==> config.mk <==
export PLATFORM = sky130hd
export DESIGN_NAME = issue_ctrl
export DESIGN_NICKNAME = d
export VERILOG_FILES = /design/src/rtl/issue_ctrl_pkg.sv /design/src/rtl/issue_scoreboard.sv /design/src/rtl/issue_ctrl.sv
export SDC_FILE = /design/constraint.sdc
export NUM_CORES = 1
export LEC_CHECK = 0
export BUFFER_PORTS_ARGS = -buffer_cell sky130_fd_sc_hd__buf_2
export CORE_MARGIN = 10
export CORE_UTILIZATION = 57
export CTS_BUF_LIST = sky130_fd_sc_hd__clkbuf_8
export CTS_CLUSTER_SIZE = 25
export DETAILED_ROUTE_END_ITERATION = 6
export MAX_ROUTING_LAYER = met4
export PLACE_DENSITY = 0.76
export SLEW_MARGIN = 25
export SYNTH_ARGS = -nofsm -noshare
export SYNTH_HDL_FRONTEND = slang
export SYNTH_HIERARCHICAL = 1
export SYNTH_SLANG_ARGS = --single-unit
==> constraint.sdc <==
create_clock -name clk -period 10.1 [get_ports clk]
set_input_delay 1.01 -clock clk [delete_from_list [all_inputs] [get_ports clk]]
set_output_delay 1.01 -clock clk [all_outputs]
set_load 0.05 [all_outputs]
==> src/rtl/issue_ctrl_pkg.sv <==
// -----------------------------------------------------------------------------
// issue_ctrl_pkg -- shared definitions for the issue controller.
//   * issue_state_e : issue FSM state encoding (RUN / DRAIN / POST / IDLE)
//   * SB_W          : scoreboard width (one busy bit per architectural register)
//   * REG_AW        : register-index width
// `WIDTH_UOP normally comes from define.vh; a fallback keeps this slice
// self-contained when that header is not part of the build.
// -----------------------------------------------------------------------------
`ifndef WIDTH_UOP
`define WIDTH_UOP 8
`endif

package issue_ctrl_pkg;

  localparam int SB_W   = 32;
  localparam int REG_AW = 5;

  typedef enum logic [1:0] {
    ST_RUN   = 2'd0,
    ST_DRAIN = 2'd1,
    ST_POST  = 2'd2,
    ST_IDLE  = 2'd3
  } issue_state_e;

endpackage

==> src/rtl/issue_scoreboard.sv <==
// -----------------------------------------------------------------------------
// issue_scoreboard -- 32-entry busy scoreboard for long-latency results.
// Ports:
//   clk, aresetn            clock, asynchronous active-low reset
//   i_flush                 clears every busy bit at the next edge
//   i_set_en / i_set_rd     mark a destination busy (long op issued)
//   i_clr_en / i_clr_rd     release a destination (long op writeback)
//   i_q_rj/i_q_rk/i_q_rd    query operands of the issue candidate
//   o_q_hazard              any queried register busy
//   o_all_clear             no register busy
// r0 has no storage and always reads not-busy. Set wins over clear for the
// same register; queries see only registered state (no writeback bypass).
// -----------------------------------------------------------------------------
module issue_scoreboard
  import issue_ctrl_pkg::*;
(
  input  logic              clk,
  input  logic              aresetn,
  input  logic              i_flush,
  input  logic              i_set_en,
  input  logic [REG_AW-1:0] i_set_rd,
  input  logic              i_clr_en,
  input  logic [REG_AW-1:0] i_clr_rd,
  input  logic [REG_AW-1:0] i_q_rj,
  input  logic [REG_AW-1:0] i_q_rk,
  input  logic [REG_AW-1:0] i_q_rd,
  output logic              o_q_hazard,
  output logic              o_all_clear
);

  logic [SB_W-1:1] r_busy;
  logic [SB_W-1:0] w_busy;

  genvar gi;
  generate
    for (gi = 1; gi < SB_W; gi++) begin : g_busy
      always_ff @(posedge clk or negedge aresetn) begin
        if (!aresetn) begin
          r_busy[gi] <= 1'b0;
        end else if (i_flush) begin
          r_busy[gi] <= 1'b0;
        end else if (i_set_en && (i_set_rd == REG_AW'(gi))) begin
          r_busy[gi] <= 1'b1;
        end else if (i_clr_en && (i_clr_rd == REG_AW'(gi))) begin
          r_busy[gi] <= 1'b0;
        end
      end
    end
  endgenerate

  assign w_busy      = {r_busy, 1'b0};
  assign o_q_hazard  = w_busy[i_q_rj] | w_busy[i_q_rk] | w_busy[i_q_rd];
  assign o_all_clear = ~|r_busy;

endmodule

==> src/rtl/issue_ctrl.sv <==
// -----------------------------------------------------------------------------
// issue_ctrl -- in-order issue stage: DEPTH-entry uop FIFO, RAW/WAW scoreboard
// and a serialisation FSM for privileged / IDLE instructions.
// Ports:
//   clk, aresetn                      clock, asynchronous active-low reset
//   in_valid/in_ready + in_* fields   decoder-side handshake and uop fields
//   out_valid/out_ready + out_*       execute-side handshake, head uop fields
//   wb_long_valid/wb_long_rd          long-op writeback, releases scoreboard
//   pipe_empty, idle_wake, flush      downstream empty, wake request, flush
//   idle_stall                        high while parked in IDLE
// Build option: ISSUE_BYPASS_EN -- when defined, an input uop arriving at an
// empty FIFO in RUN may issue in the same cycle without being stored.
// -----------------------------------------------------------------------------
`ifndef WIDTH_UOP
`define WIDTH_UOP 8
`endif

module issue_ctrl
  import issue_ctrl_pkg::*;
#(
  parameter int DEPTH = 4,
  parameter int UOP_W = `WIDTH_UOP
) (
  input  logic             clk,
  input  logic             aresetn,
  input  logic             in_valid,
  output logic             in_ready,
  input  logic [UOP_W-1:0] in_uop,
  input  logic [31:0]      in_imm,
  input  logic [4:0]       in_rd,
  input  logic [4:0]       in_rj,
  input  logic [4:0]       in_rk,
  input  logic             in_serial,
  input  logic             in_idle,
  input  logic             in_long,
  output logic             out_valid,
  input  logic             out_ready,
  output logic [UOP_W-1:0] out_uop,
  output logic [31:0]      out_imm,
  output logic [4:0]       out_rd,
  output logic [4:0]       out_rj,
  output logic [4:0]       out_rk,
  input  logic             wb_long_valid,
  input  logic [4:0]       wb_long_rd,
  input  logic             pipe_empty,
  input  logic             idle_wake,
  input  logic             flush,
  output logic             idle_stall
);

  localparam int IDX_W = $clog2(DEPTH);
  localparam int PTR_W = IDX_W + 1;
  localparam int ENT_W = UOP_W + 32 + 3 * REG_AW + 3;

  logic [ENT_W-1:0] r_mem [DEPTH];
  logic [PTR_W-1:0] r_wr_ptr;
  logic [PTR_W-1:0] r_rd_ptr;
  issue_state_e     r_state;
  issue_state_e     w_state_next;

  logic             w_empty, w_full, w_push, w_pop, w_issue, w_byp_sel;
  logic             w_hazard, w_all_clear;
  logic [ENT_W-1:0] w_in_ent;

  logic [UOP_W-1:0] w_head_uop;
  logic [31:0]      w_head_imm;
  logic [4:0]       w_head_rd, w_head_rj, w_head_rk;
  logic             w_head_serial, w_head_idle, w_head_long;

  logic             w_cand_valid, w_cand_serial, w_cand_long;

  // ---------------------------------------------------------------- FIFO
  assign w_empty = (r_wr_ptr == r_rd_ptr);
  // Same index with differing wrap bit means the writer lapped the reader.
  assign w_full  = (r_wr_ptr[PTR_W-1] != r_rd_ptr[PTR_W-1]) &&
                   (r_wr_ptr[IDX_W-1:0] == r_rd_ptr[IDX_W-1:0]);

  assign w_in_ent = {in_uop, in_imm, in_rd, in_rj, in_rk, in_serial, in_idle, in_long};
  assign {w_head_uop, w_head_imm, w_head_rd, w_head_rj, w_head_rk,
          w_head_serial, w_head_idle, w_head_long} = r_mem[r_rd_ptr[IDX_W-1:0]];

  assign in_ready = !w_full && !flush;

  // Candidate selection: the stored head, or the live input when bypassing.
`ifdef ISSUE_BYPASS_EN
  assign w_byp_sel = w_empty && (r_state == ST_RUN);
`else
  assign w_byp_sel = 1'b0;
`endif

  assign w_cand_valid  = w_byp_sel ? in_valid  : !w_empty;
  assign w_cand_serial = w_byp_sel ? in_serial : w_head_serial;
  assign w_cand_long   = w_byp_sel ? in_long   : w_head_long;
  assign out_uop       = w_byp_sel ? in_uop    : w_head_uop;
  assign out_imm       = w_byp_sel ? in_imm    : w_head_imm;
  assign out_rd        = w_byp_sel ? in_rd     : w_head_rd;
  assign out_rj        = w_byp_sel ? in_rj     : w_head_rj;
  assign out_rk        = w_byp_sel ? in_rk     : w_head_rk;

  assign w_issue = out_valid && out_ready;
  // A bypassed uop that is taken immediately never occupies a slot.
  assign w_push  = in_valid && in_ready && !(w_issue && w_byp_sel);
  assign w_pop   = w_issue && !w_byp_sel;

  always_ff @(posedge clk) begin
    if (w_push) begin
      r_mem[r_wr_ptr[IDX_W-1:0]] <= w_in_ent;
    end
  end

  always_ff @(posedge clk or negedge aresetn) begin
    if (!aresetn) begin
      r_wr_ptr <= '0;
      r_rd_ptr <= '0;
    end else if (flush) begin
      r_wr_ptr <= '0;
      r_rd_ptr <= '0;
    end else begin
      if (w_push) r_wr_ptr <= r_wr_ptr + PTR_W'(1);
      if (w_pop)  r_rd_ptr <= r_rd_ptr + PTR_W'(1);
    end
  end

  // ---------------------------------------------------------- scoreboard
  issue_scoreboard u_sb (
    .clk         (clk),
    .aresetn     (aresetn),
    .i_flush     (flush),
    .i_set_en    (w_issue && w_cand_long),
    .i_set_rd    (out_rd),
    .i_clr_en    (wb_long_valid),
    .i_clr_rd    (wb_long_rd),
    .i_q_rj      (out_rj),
    .i_q_rk      (out_rk),
    .i_q_rd      (out_rd),
    .o_q_hazard  (w_hazard),
    .o_all_clear (w_all_clear)
  );

  // ----------------------------------------------------------------- FSM
  always_ff @(posedge clk or negedge aresetn) begin
    if (!aresetn) r_state <= ST_RUN;
    else          r_state <= w_state_next;
  end

  always_comb begin
    w_state_next = r_state;
    if (flush) begin
      w_state_next = ST_RUN;
    end else begin
      case (r_state)
        // A serial head is never issued from RUN; it waits in DRAIN.
        ST_RUN:   if (!w_empty && w_head_serial) w_state_next = ST_DRAIN;
        ST_DRAIN: if (w_issue) w_state_next = w_head_idle ? ST_IDLE : ST_POST;
        ST_POST:  if (pipe_empty) w_state_next = ST_RUN;
        ST_IDLE:  if (idle_wake) w_state_next = ST_RUN;
        default:  w_state_next = ST_RUN;
      endcase
    end
  end

  always_comb begin
    out_valid  = 1'b0;
    idle_stall = (r_state == ST_IDLE);
    if (!flush) begin
      case (r_state)
        ST_RUN:   out_valid = w_cand_valid && !w_cand_serial && !w_hazard;
        // Serial ops go only into a quiet machine: no in-flight ops, no pending long results.
        ST_DRAIN: out_valid = !w_empty && pipe_empty && w_all_clear;
        default:  out_valid = 1'b0;
      endcase
    end
  end

endmodule

==> results of run 1 <==
==> metal layers <==
metal | GRT usage | vias to the layer above
li1 | - | 2896
met1 | 0.257 | 3315
met2 | 0.311 | 310
met5 | - | -
met3 | 0.0496 | 53
met4 | 0.0550 | 0
==> path summary, 6_finish.rpt <==
kind	from	endpoint	slack, ns
max	r_rd_ptr[0]	out_valid	3.87
max in group asynchronous	aresetn	r_rd_ptr[0]	8.83
min reg2reg	u_sb/r_busy[14]	u_sb/r_busy[14]	0.63
min	aresetn	u_sb/r_busy[28]	0.60
max reg2reg	r_rd_ptr[0]	u_sb/r_busy[5]	4.34
min in group clk	u_sb/r_busy[14]	u_sb/r_busy[14]	0.63
==> cell usage after synthesis, drive strengths merged, types with 2 or more instances <==
| library cell | count | area, um2 |
|---|---|---|
| a211o | 2 | 17.5 |
| o21ai | 35 | 175 |
| nand2b | 9 | 56.3 |
| inv | 7 | 26.3 |
| o2111ai | 3 | 26.3 |
| mux4 | 73 | 1660 |
| nand2 | 36 | 135 |
| nor3 | 3 | 15.0 |
| nor3b | 3 | 22.5 |
| and2 | 5 | 31.3 |
| a21oi | 35 | 175 |
| or4 | 3 | 22.5 |
| a221oi | 2 | 17.5 |
| buf | 18 | 111 |
| mux2i | 10 | 100 |
| nor2b | 17 | 106 |
| nand3 | 18 | 90.1 |
| nand3b | 3 | 22.5 |
| o211ai | 2 | 15.0 |
| a311oi | 2 | 17.5 |
| edfxtp | 232 | 6970 |
| xnor2 | 2 | 17.5 |
| nand4 | 5 | 31.3 |
| ha | 5 | 62.6 |
| mux2 | 8 | 93.8 |
| and3 | 4 | 25.0 |
| nor4 | 7 | 43.8 |
| clkbuf | 14 | 52.6 |
| dfrtp | 39 | 976 |
| o311ai | 3 | 26.3 |
| nor2 | 13 | 48.8 |
==> area by class of cell <==
class                      instances  area (um2)  share of cell area
tap                              265         332              0.0255
multi-input combinational        323        3190               0.246
inverter                           7        26.3             0.00202
clock inverter                    37         201              0.0155
clock buffer                      43         592              0.0456
antenna                            3        7.51            0.000578
sequential                       271        7950               0.612
timing repair buffer             134         686              0.0528
==> registers in the layout, indices dropped and copies added, names as in the netlist <==
signal	count
r_wr_ptr	3
r_rd_ptr	3
r_mem	232
u_sb/r_busy	31
r_state	2
==> critical path, delay by kind of cell, from the launching register on <==
family | cells | cell delay (ns)
muxes | 3 | 1.62
AOI/OAI and AO/OA | 2 | 0.50
buffers and inverters | 2 | 0.98
DFF | 1 | 0.72
and+or+nand+nor | 4 | 0.80
==> logic make-up (layout without fill, tap and decap cells) <==
| logic type | count (synthesis) | in the layout | share of synthesized area |
|---|---|---|---|
| other | 0 | 3 | 0 |
| adder cells (fa/ha/maj) | 5 | 5 | 0.00553 |
| AO/OA/AOI/OAI | 93 | 93 | 0.0490 |
| XOR/XNOR | 3 | 3 | 0.00232 |
| buffers and inverters | 39 | 221 | 0.0168 |
| multiplexers | 91 | 91 | 0.164 |
| AND/OR/NAND/NOR | 131 | 131 | 0.0610 |
| flip-flops | 271 | 271 | 0.702 |
==> power by group through the flow <==
stage | Combinational, mW | Sequential, mW | Clock (mW)
2_1_floorplan | 0.280 | 1.29 | 0
3_3_place_gp | 0.360 | 1.30 | 0
3_5_place_dp | 0.366 | 1.30 | 0
4_1_cts | 0.367 | 1.28 | 0.865
5_1_grt | 0.388 | 1.28 | 0.919
6_report | 0.364 | 1.28 | 0.848
==> stage by stage <==
step / util / std cells
6_report: 0.665 / 1083
5_1_grt: 0.665 / 1083
4_1_cts: 0.665 / 1080
3_5_place_dp: 0.624 / 1000
3_3_place_gp: 0.624 / 1000
2_1_floorplan: - / 633
==> results.md, run 1 <==
* # IOs at 129
* GRT overflow at 0
* Synth Register Bits at 271
* Metal-1 WL at 10200 um
* Pwr/cell area at 192 nW/um2
* NetSw at 688 uW
* Routed Antenna Nets at 0
* Leak Pwr at 4.55 nW
* Slew @ Worst Pin at 0.906 ns
* Maxcap violations at 0
* Post-Syn Nets at 709
* Initial antenna violation count at 3
* Final Net Count at 856
* Synth async-reset ratio at 0.144
* Sequential Power Share at 0.513
* Gr usage total at 0.199
* Rel. slew slack at 0.392
* Commonest non-fill, non-tap cell in the layout: edfxtp_1
* WL met3 at 1920 um
* R2R depth at 14
* CP max stage delay at 0.82 ns
* Crit path cell chain: buf_4 > mux4_2 > mux4_1 > mux2_2 > nand3b_1 > o311ai_1 > or4_1 > o41ai_2 > nand2_1 > nor2_1 > buf_2
* Setup crit start kind: flip-flop
* Port buffer count at 128
* WS Path Type: flip-flop to output pin
* P&R area growth vs syn at 14.7%
* CTS Sinks at 271
* Routability cong. at 0.861
* DRT Pass-1 Iters at 6
* Hpwl dp at 16000 um
* Final worst slack at 3.87 ns
* Fin. Hold Viols at 0
* Required @ worst endpoint at 9.09 ns
* Pre-CTS setup slack at 4.31 ns
* Total power at 2.49 mW
* CP Data Arrival Time at 5.22 ns
* H-tree depth at 2
* Worst path slowest cell: mux4_2
* Min Hold Slack at 0.598 ns
* Clk_skew at 0.0306 ns
* Most frequent cells in the layout: 232 x edfxtp_1, 128 x buf_2, 69 x mux4_2, 43 x clkbuf_8, 37 x dfrtp_1
* CTS root buffer: clkbuf_8
* Sw Ratio at 0.276
* DRC violations left at 0
* Final min period at 6.23 ns
* Worst hold path type: input pin to async pin
* EDFF count, synth at 232
* DR top layer: met4
* Routed wire length at 25200 um
* Area of placed instances at 12200 um2
* Detailed Route Iter0 Violations at 648
* Clk slew on worst S/H paths at 0.06 ns
* Hold_buf cts at 0
* Mapped Cells at 633
* Number of library cell types mapped by synthesis at 53
* Internal Pwr Total at 1.80 mW
* Design area at 13000 um2
* Vias in the first global route at 6971
* Bufs on Longest Clock Path at 3
* Post-CTS Setup Bufs at 0
* CTS buffer count at 43
* Period utilization at 0.617
* Site Rows at 51
* Die W at 161 um
* Global-route wire length before repair at 39500 um
* Die span in y at 161 um
* Worst-path fanout max at 38
* Worst vdd ir at 166 uV
* # resized after CTS at 0
* Synth Cell Area at 11300 um2
* Fillers at 1335
* TritonCTS clock tree: done
* Layout cells sized above 1 at 0.333
* Setup violations, final at 0
* Routed met2 length at 12600 um
* Clk_lat worst skew at 0.56 ns
* Clock share of power at 0.341
* Largest net degree at the start of global routing at 59
* DR WL/cell at 23.3 um
* Gate power share at 0.146
* Synth warn at 6
* Via density at 6.07
* Total number of vias at 6574
* Post-Syn Area per Cell at 17.9 um2
* Peak Freq at 0.161 GHz
* Register area share after synthesis at 0.702
* Sum Neg Setup Slack at 0 ns
* Core ar. at 19500 um2
* Die ar. at 25900 um2
* RSZ-0062 raised after global routing: false
* Crit. End Element: output pin
* Most used DFF post-synth: edfxtp_1
* Starting Density at 0.580
* Slew Limit Fails at 0
* Status: complete, no violations
No activity file was read; power rests on OpenSTA's default activity.
==> run 2, diff against run 1 <==
--- a/config.mk
+++ b/config.mk
@@ -7,12 +7,12 @@
 export LEC_CHECK = 0
 export BUFFER_PORTS_ARGS = -buffer_cell sky130_fd_sc_hd__buf_2
 export CORE_MARGIN = 10
-export CORE_UTILIZATION = 57
+export CORE_UTILIZATION = 55
 export CTS_BUF_LIST = sky130_fd_sc_hd__clkbuf_8
 export CTS_CLUSTER_SIZE = 25
 export DETAILED_ROUTE_END_ITERATION = 6
 export MAX_ROUTING_LAYER = met4
-export PLACE_DENSITY = 0.76
+export PLACE_DENSITY = 0.77
 export SLEW_MARGIN = 25
 export SYNTH_ARGS = -nofsm -noshare
 export SYNTH_HDL_FRONTEND = slang
==> constraint.sdc (replaced) <==
create_clock -name clk -period 5.3 [get_ports clk]
set_input_delay 0.53 -clock clk [delete_from_list [all_inputs] [get_ports clk]]
set_output_delay 0.53 -clock clk [all_outputs]
set_load 0.05 [all_outputs]
==> run 2 against run 1 <==
Against the previous run:
- first-iteration DRC count up 7.3%
- global-route usage increased by 0.34 points
- flip-flop and latch count unchanged
- largest power group unchanged
- highest routed layer unchanged
==> results.md, run 2 (same netlist as run 1, synthesis figures left out) <==
* Status: complete, no violations
* Routability cong. at 0.883
* Die W at 163 um
* Routed wire length at 26100 um
* Commonest non-fill, non-tap cell in the layout: edfxtp_1
* Post-CTS Setup Bufs at 0
* WS Path Type: flip-flop to output pin
* Rel. slew slack at 0.398
* Total number of vias at 6644
* Worst hold path type: input pin to async pin
* Starting Density at 0.559
* Setup violations, final at 0
* Global-route wire length before repair at 40800 um
* Routed Antenna Nets at 0
* Detailed Route Iter0 Violations at 695
* Pre-CTS setup slack at 0.504 ns
* R2R depth at 13
* Clk_lat worst skew at 0.55 ns
* Max FFs per register at 232
* Setup crit start kind: flip-flop
* Core ar. at 20200 um2
* Fillers at 1407
* Clk slew on worst S/H paths at 0.06 ns
* Final Net Count at 859
* Site Rows at 52
* Hold_buf cts at 0
* Peak Freq at 0.203 GHz
* Hpwl dp at 17200 um
* Clk_skew at 0.0122 ns
* H-tree depth at 2
* Initial antenna violation count at 2
* Worst vdd ir at 375 uV
* Maxcap violations at 0
* CTS root buffer: clkbuf_8
* P&R area growth vs syn at 14.6%
* # IOs at 129
* Slew @ Worst Pin at 0.896 ns
* Die ar. at 26700 um2
* DR WL/cell at 24.0 um
* Sum Neg Setup Slack at 0 ns
* CTS Sinks at 271
* CTS buffer count at 43
* Leak Pwr at 4.55 nW
* Final min period at 4.92 ns
* RSZ-0062 raised after global routing: false
* Pwr/cell area at 361 nW/um2
* # resized after CTS at 0
* GRT overflow at 0
* Most frequent cells in the layout: 232 x edfxtp_1, 128 x buf_2, 69 x mux4_2, 43 x clkbuf_8, 37 x dfrtp_1
* Required @ worst endpoint at 4.77 ns
* TritonCTS clock tree: done
* Gr usage total at 0.202
* Slew Limit Fails at 0
* Port buffer count at 128
* CP Data Arrival Time at 4.39 ns
* Period utilization at 0.928
* DRC violations left at 0
* Crit. End Element: output pin
* Die span in y at 163 um
* Vias in the first global route at 7080
* Worst-path fanout max at 22
* Final worst slack at 0.381 ns
* Fin. Hold Viols at 0
* Layout cells sized above 1 at 0.335
* Bufs on Longest Clock Path at 3
* Via density at 6.13
* DRT Pass-1 Iters at 5
* Largest net degree at the start of global routing at 59
==> run 2: cell types whose count changed in the layout (fill, tap and decap cells not counted), moves of 2 or more <==
cell / change
clkinv_1: -7
buf_12: +2
inv_8: +2
inv_1: +2
clkinv_2: -2
==> run 2: metal layers <==
layer / global-route usage / share of wire / wire length [um] / up-vias
met5: - / 0 / 0 / -
met4: 0.0682 / 0.020 / 522 / 0
met3: 0.0602 / 0.085 / 2200 / 54
met2: 0.309 / 0.49 / 12800 / 313
met1: 0.257 / 0.40 / 10500 / 3387
li1: - / - / - / 2890
==> run 2: path summary, 6_finish.rpt <==
| kind | from | to | slack (ns) |
|---|---|---|---|
| max | r_rd_ptr[0] | out_valid | 0.38 |
| min | aresetn | u_sb/r_busy[23] | 0.10 |
| max reg2reg | r_rd_ptr[0] | u_sb/r_busy[12] | 0.45 |
| min reg2reg | u_sb/r_busy[28] | u_sb/r_busy[28] | 0.63 |
| max in group asynchronous | aresetn | r_rd_ptr[0] | 4.55 |
| min in group clk | in_imm[4] | r_mem[3][22] | 0.19 |
==> run 2: cell type report <==
cell class              count  area [um2]  share of cell area
multi-input cells         323        3190               0.246
flip-flops and latches    271        7950               0.612
inverters                   7        26.3             0.00202
diodes                      3        7.51            0.000579
repair buffers            137         733              0.0565
clock inverters            30         140              0.0108
clock buffers              43         592              0.0456
well taps                 270         338              0.0260
==> run 2: power breakdown <==
| part | leakage, nW | total [mW] | internal [mW] | switching (mW) |
|---|---|---|---|---|
| combinational | 1.48 | 0.709 | 0.222 | 0.487 |
| clock | 0.428 | 1.55 | 0.760 | 0.785 |
| sequential | 2.65 | 2.43 | 2.40 | 0.0359 |
==> run 2: critical path, stage by stage, from the launching register on <==
cell and delay, ns:
dfrtp_4 0.72, mux4_2 0.82, mux2_2 0.36, a221oi_1 0.26, or4_1 0.14, nand3_1 0.06
or4_1 0.58, o41ai_2 0.38, nand2_1 0.12, nor2_1 0.11, buf_2 0.28
==> run 2: through the flow <==
step	cell area, um2	cells	hold WS, ns	power, mW	utilization
floorplan	11300	633	0.234	2.99	-
global placement	12200	1008	0.605	3.17	0.605
detailed placement	12200	1008	0.619	3.19	0.605
CTS	13000	1081	0.109	4.73	0.641
global route	13000	1083	0.157	4.87	0.641
finish	13000	1084	0.101	4.69	0.641
